### config.mk
export PLATFORM = sky130hd
export DESIGN_NAME = mem_bus_arbiter
export DESIGN_NICKNAME = d
export VERILOG_FILES = /design/src/rtl/mem_bus_pkg.sv /design/src/rtl/mem_bus_arbiter.sv
export SDC_FILE = /design/constraint.sdc
export NUM_CORES = 1
export LEC_CHECK = 0
export CAP_MARGIN = 20
export CORE_AREA = 4 4 119 121
export DETAILED_ROUTE_END_ITERATION = 10
export DIE_AREA = 0 0 123 125
export SLEW_MARGIN = 20
export SYNTH_ARGS = -nofsm -noshare
export SYNTH_HDL_FRONTEND = slang
export SYNTH_SLANG_ARGS = --single-unit
export TNS_END_PERCENT = 100
### constraint.sdc
create_clock -name clk -period 5.9 [get_ports clk]
set_input_delay 1.18 -clock clk [delete_from_list [all_inputs] [get_ports clk]]
set_output_delay 1.18 -clock clk [all_outputs]
set_load 0.01 [all_outputs]
### src/rtl/mem_bus_pkg.sv
// Shared types for the two-master picorv32-native memory bus arbiter.
package mem_bus_pkg;

  typedef enum logic {
    IDLE = 1'b0,
    BUSY = 1'b1
  } arb_state_t;

  typedef struct packed {
    logic        valid;
    logic        instr;
    logic [31:0] addr;
    logic [31:0] wdata;
    logic [3:0]  wstrb;
  } mem_req_t;

  localparam logic [31:0] ERR_RDATA_DEFAULT = 32'hDEADBEEF;

endpackage

### src/rtl/mem_bus_arbiter.sv
// Round-robin arbiter sharing one valid/ready memory port between two masters,
// one transaction at a time, with a watchdog that force-completes a stalled slave.
module mem_bus_arbiter
  import mem_bus_pkg::*;
#(
  parameter int unsigned TIMEOUT_CYCLES = 255,
  parameter logic [31:0] ERR_RDATA      = ERR_RDATA_DEFAULT
) (
  input  logic        clk,
  input  logic        reset,
  input  logic        m0_valid,
  input  logic        m0_instr,
  input  logic [31:0] m0_addr,
  input  logic [31:0] m0_wdata,
  input  logic [3:0]  m0_wstrb,
  output logic        m0_ready,
  output logic [31:0] m0_rdata,
  input  logic        m1_valid,
  input  logic        m1_instr,
  input  logic [31:0] m1_addr,
  input  logic [31:0] m1_wdata,
  input  logic [3:0]  m1_wstrb,
  output logic        m1_ready,
  output logic [31:0] m1_rdata,
  output logic        s_valid,
  output logic        s_instr,
  output logic [31:0] s_addr,
  output logic [31:0] s_wdata,
  output logic [3:0]  s_wstrb,
  input  logic        s_ready,
  input  logic [31:0] s_rdata,
  output logic        grant,
  output logic        bus_err
);

  localparam int unsigned TW = $clog2(TIMEOUT_CYCLES + 1);
  localparam logic [TW-1:0] TLAST = TW'(TIMEOUT_CYCLES - 1);

  arb_state_t    state_q;
  logic          grant_q, grant_d;
  logic          prio_q;
  logic [TW-1:0] timer_q, timer_d;

  mem_req_t req0, req1, sel;
  logic     in_busy, done_c, timeout_c, finish_c;

  // Request mux follows the registered grant
  always_comb begin
    req0 = '{valid: m0_valid, instr: m0_instr, addr: m0_addr, wdata: m0_wdata, wstrb: m0_wstrb};
    req1 = '{valid: m1_valid, instr: m1_instr, addr: m1_addr, wdata: m1_wdata, wstrb: m1_wstrb};
    sel  = grant_q ? req1 : req0;
  end

  // s_ready beats the watchdog when both land on the same cycle
  always_comb begin
    in_busy   = (state_q == BUSY);
    done_c    = in_busy && sel.valid && s_ready;
    timeout_c = in_busy && sel.valid && !s_ready && (timer_q == TLAST);
    finish_c  = done_c || timeout_c;

    s_valid  = in_busy && sel.valid && !timeout_c;
    s_instr  = sel.instr;
    s_addr   = sel.addr;
    s_wdata  = sel.wdata;
    s_wstrb  = sel.wstrb;

    m0_ready = finish_c && !grant_q;
    m1_ready = finish_c && grant_q;
    m0_rdata = timeout_c ? ERR_RDATA : s_rdata;
    m1_rdata = timeout_c ? ERR_RDATA : s_rdata;
    bus_err  = timeout_c;
    grant    = grant_q;

    grant_d  = (m0_valid && m1_valid) ? prio_q : m1_valid;
    timer_d  = (timer_q == '1) ? timer_q : timer_q + TW'(1);
  end

  always_ff @(posedge clk) begin
    if (reset) begin
      state_q <= IDLE;
      grant_q <= 1'b0;
      prio_q  <= 1'b0;
      timer_q <= '0;
    end else begin
      case (state_q)
        IDLE: begin
          if (m0_valid || m1_valid) begin
            grant_q <= grant_d;
            timer_q <= '0;
            state_q <= BUSY;
          end
        end
        BUSY: begin
          if (!sel.valid) begin
            state_q <= IDLE;
          end else if (finish_c) begin
            prio_q  <= ~grant_q;
            state_q <= IDLE;
          end else begin
            timer_q <= timer_d;
          end
        end
        default: state_q <= IDLE;
      endcase
    end
  end

endmodule

==> impl_metrics.csv <==
group,metric,value,unit
clocking,clkSlewWorstSetupHoldPaths,40,ps
sta,min_period,4480,ps
global_routing,grt_max_degree,74,
sta,finClkSkew,0.575,ps
cells_and_area,syn2layout_area_growth,164,%
cells_and_area,final_cell_mix,"clkdlybuf4s50_1, mux2_2, or2_2, dfxtp_1, nor2b_1",
route,routed_wl,12600,µm
cells_and_area,multi_input_area,0.00140,mm²
route,drtAntennaViolNets,0,
min_path,hold_depth,2,
sta,slew_violations,0,
clocking,cts_sinks,11,
sta,finalHoldViolations,0,
cells_and_area,layout_commonest_cell,"clkdlybuf4s50_1",
cells_and_area,seqCellArea,221,µm²
global_routing,track_usage,0.149,
placed_design,pre_cts_ws,1370,ps
cells_and_area,post-route-util,0.388,
synthesis,async_flop_share,0,
sta,slew_headroom,0.401,
synthesis,synth_cell_type_count,31,
synthesis,synth_nets,403,
power,total_power,0.582,mW
sta,fmax,223,MHz
global_routing,grt_overflow,0,
sta,grt_setup_unrepaired,"no",
clocking,htreeDepth,1,
synthesis,netlist_area,0.00192,mm²
worst_setup_path,cpMostUsedCell,"clkdlybuf4s50_1",
floorplanning,io_pins,313,
floorplanning,die_area,0.0154,mm²
clocking,postCtsSetupBuffers,0,
clocking,cts-root-buf,"clkbuf_16",
worst_setup_path,r2r_slack,4170,ps
worst_setup_path,required,4720,ps
cells_and_area,drive_gt1_frac,0.206,
sta,fin_tns_setup,0,ps
power,ir_drop,131,µV
floorplanning,die_x,123,µm
clocking,clock_latency,240,ps
route,drt_iter0_drc,90,
floorplanning,core_area,0.0131,mm²
route,wl_per_cell,18.7,µm
worst_setup_path,path_max_fanout,34,
sta,period_share,0.760,
worst_setup_path,r2r_start,"timer_q[0]",
synthesis,ys_ff_latch,11,
route,dr.pass1.iters,4,
cells_and_area,diodes,0,
worst_setup_path,startpoint_type,"input pin",
route,vias,2659,
placed_design,hpwlAfterDp,11100,µm
cells_and_area,fin_area,0.00507,mm²
synthesis,seq_area_frac_synth,0.115,
worst_setup_path,reg2reg_to,"timer_q[6]",
run_status,status,"complete, no violations",
clocking,cts_tree,"built",
clocking,clockBufferDepth,2,
sta,setup_ws,1420,ps
synthesis,yosys.area.top_type,"mux2_2",
power,p_per_area,115,mW/mm²
placed_design,gp_congestion,0.855,
worst_setup_path,end_kind,"output port",
synthesis,synth_top_area_frac,0.405,
synthesis,synth.area.top_cells,"mux2_2, buf_4, dfxtp_1, or2_2, nor2b_1",
floorplanning,core.rowCount,42,
cells_and_area,finish.net_count,677,
worst_setup_path,critical_path_class,"in2out",
synthesis,synth_cells,226,
clocking,cts_resized,0,
sta,setup_viol,0,
synthesis,yosysWarningCount,0,
cells_and_area,nFillCells,1258,
route,viasPerCell,3.94,
global_routing,grt_pass1_vias,2777,
synthesis,ys.flop_type,"dfxtp_1",
flow_run,drv_cap,0,
synthesis,synth-edff-count,0,
worst_setup_path,max_stage_delay,590,ps
sta,tightestPinTransition,899,ps
worst_setup_path,cp_slowest_cell,"clkdlybuf4s50_1",
synthesis,synth_area_per_cell,8.50,µm²
worst_setup_path,crit_chain,"clkdlybuf4s50_1, mux2i_1, nor4_4, buf_4, a21oi_1, nor2_1, clkdlybuf4s50_1",
min_path,hold_end,"prio_q",
clocking,hold_buffers,0,
power,power.leakage,1.85,nW
min_path,hp-class,"reg2reg",
worst_setup_path,ff2ff_path_depth,6,
placed_design,io_buffers,312,
floorplanning,start_util,0.147,
clocking,cts_buffers,3,
global_routing,grt_first_pass_wirelength,17400,µm
worst_setup_path,cp.arrival,3300,ps
floorplanning,die_h,125,µm
global_routing,antenna_found_initial,0,
placed_design,post_dp_cell_area,0.00499,mm²
min_path,min_from,"prio_q",
route,route.detailed.drc,0,
## flip-flops by register name, indices dropped and copies added, names as in the netlist
| register | flops |
|---|---|
| timer_q | 8 |
| in_busy | 1 |
| grant | 1 |
| prio_q | 1 |
## per-stage QoR
stage / hold slack, ps / cells
floorplan: 434 / 226
global placement: 456 / 671
detailed placement: 461 / 671
CTS: 471 / 675
global route: 502 / 675
finish: 470 / 675
## per-layer routing
metal,track usage,vias to the layer above,share of wire
met4,0.0156,0,0.0045
met3,0.0560,5,0.11
li1,-,1314,-
met5,0,-,0
met1,0.158,1205,0.35
met2,0.285,135,0.53
## cell usage after synthesis, drive strengths merged (4+ instances only)
master / count
clkbuf: 11
mux2i: 4
nand3: 6
nand2: 4
buf: 34
dfxtp: 11
or3: 5
nor2b: 8
inv: 5
nand4: 5
o211ai: 5
mux2: 69
or2: 27
nor2: 7
a21oi: 6
## worst max-delay path, delay by kind of cell
| family | cells | cell delay, ps |
|---|---|---|
| buffers and inverters | 3 | 1450 |
| AOI/OAI and AO/OA | 1 | 110 |
| muxes | 1 | 180 |
| and+or+nand+nor | 2 | 380 |
## how the worst max path moves through the flow
| stage | start | endpoint | depth (start not counted) |
|---|---|---|---|
| after floorplan | s_ready | m1_rdata[18] | 5 |
| after global placement | m1_valid | m0_ready | 7 |
| after detailed placement | m1_valid | m0_ready | 7 |
| after CTS | m1_valid | m0_ready | 7 |
| after global routing | m1_valid | m0_ready | 7 |
| final | m1_valid | m0_ready | 7 |
## area by class of cell
class | instances | share of cell area
Tap cell | 176 | 0.0434
Sequential cell | 11 | 0.0436
Clock buffer | 4 | 0.0155
Timing Repair Buffer | 314 | 0.618
Multi-Input combinational cell | 165 | 0.275
Inverter | 5 | 0.00370
## power breakdown
part           switching [mW]  internal [mW]
Sequential            0.00136         0.0764
Clock                  0.0338         0.0908
Combinational           0.125          0.255
## logic make-up after synthesis
kind of cell               count (synthesis)  share of synthesized area
adders and majority gates                  2                     0.0130
AOI/OAI and AO/OA                         21                     0.0723
and+or+nand+nor                           69                      0.212
DFF                                       11                      0.115
buffers and inverters                     50                      0.163
muxes                                     73                      0.425
Note: power is estimated with default switching activity, not from simulation.
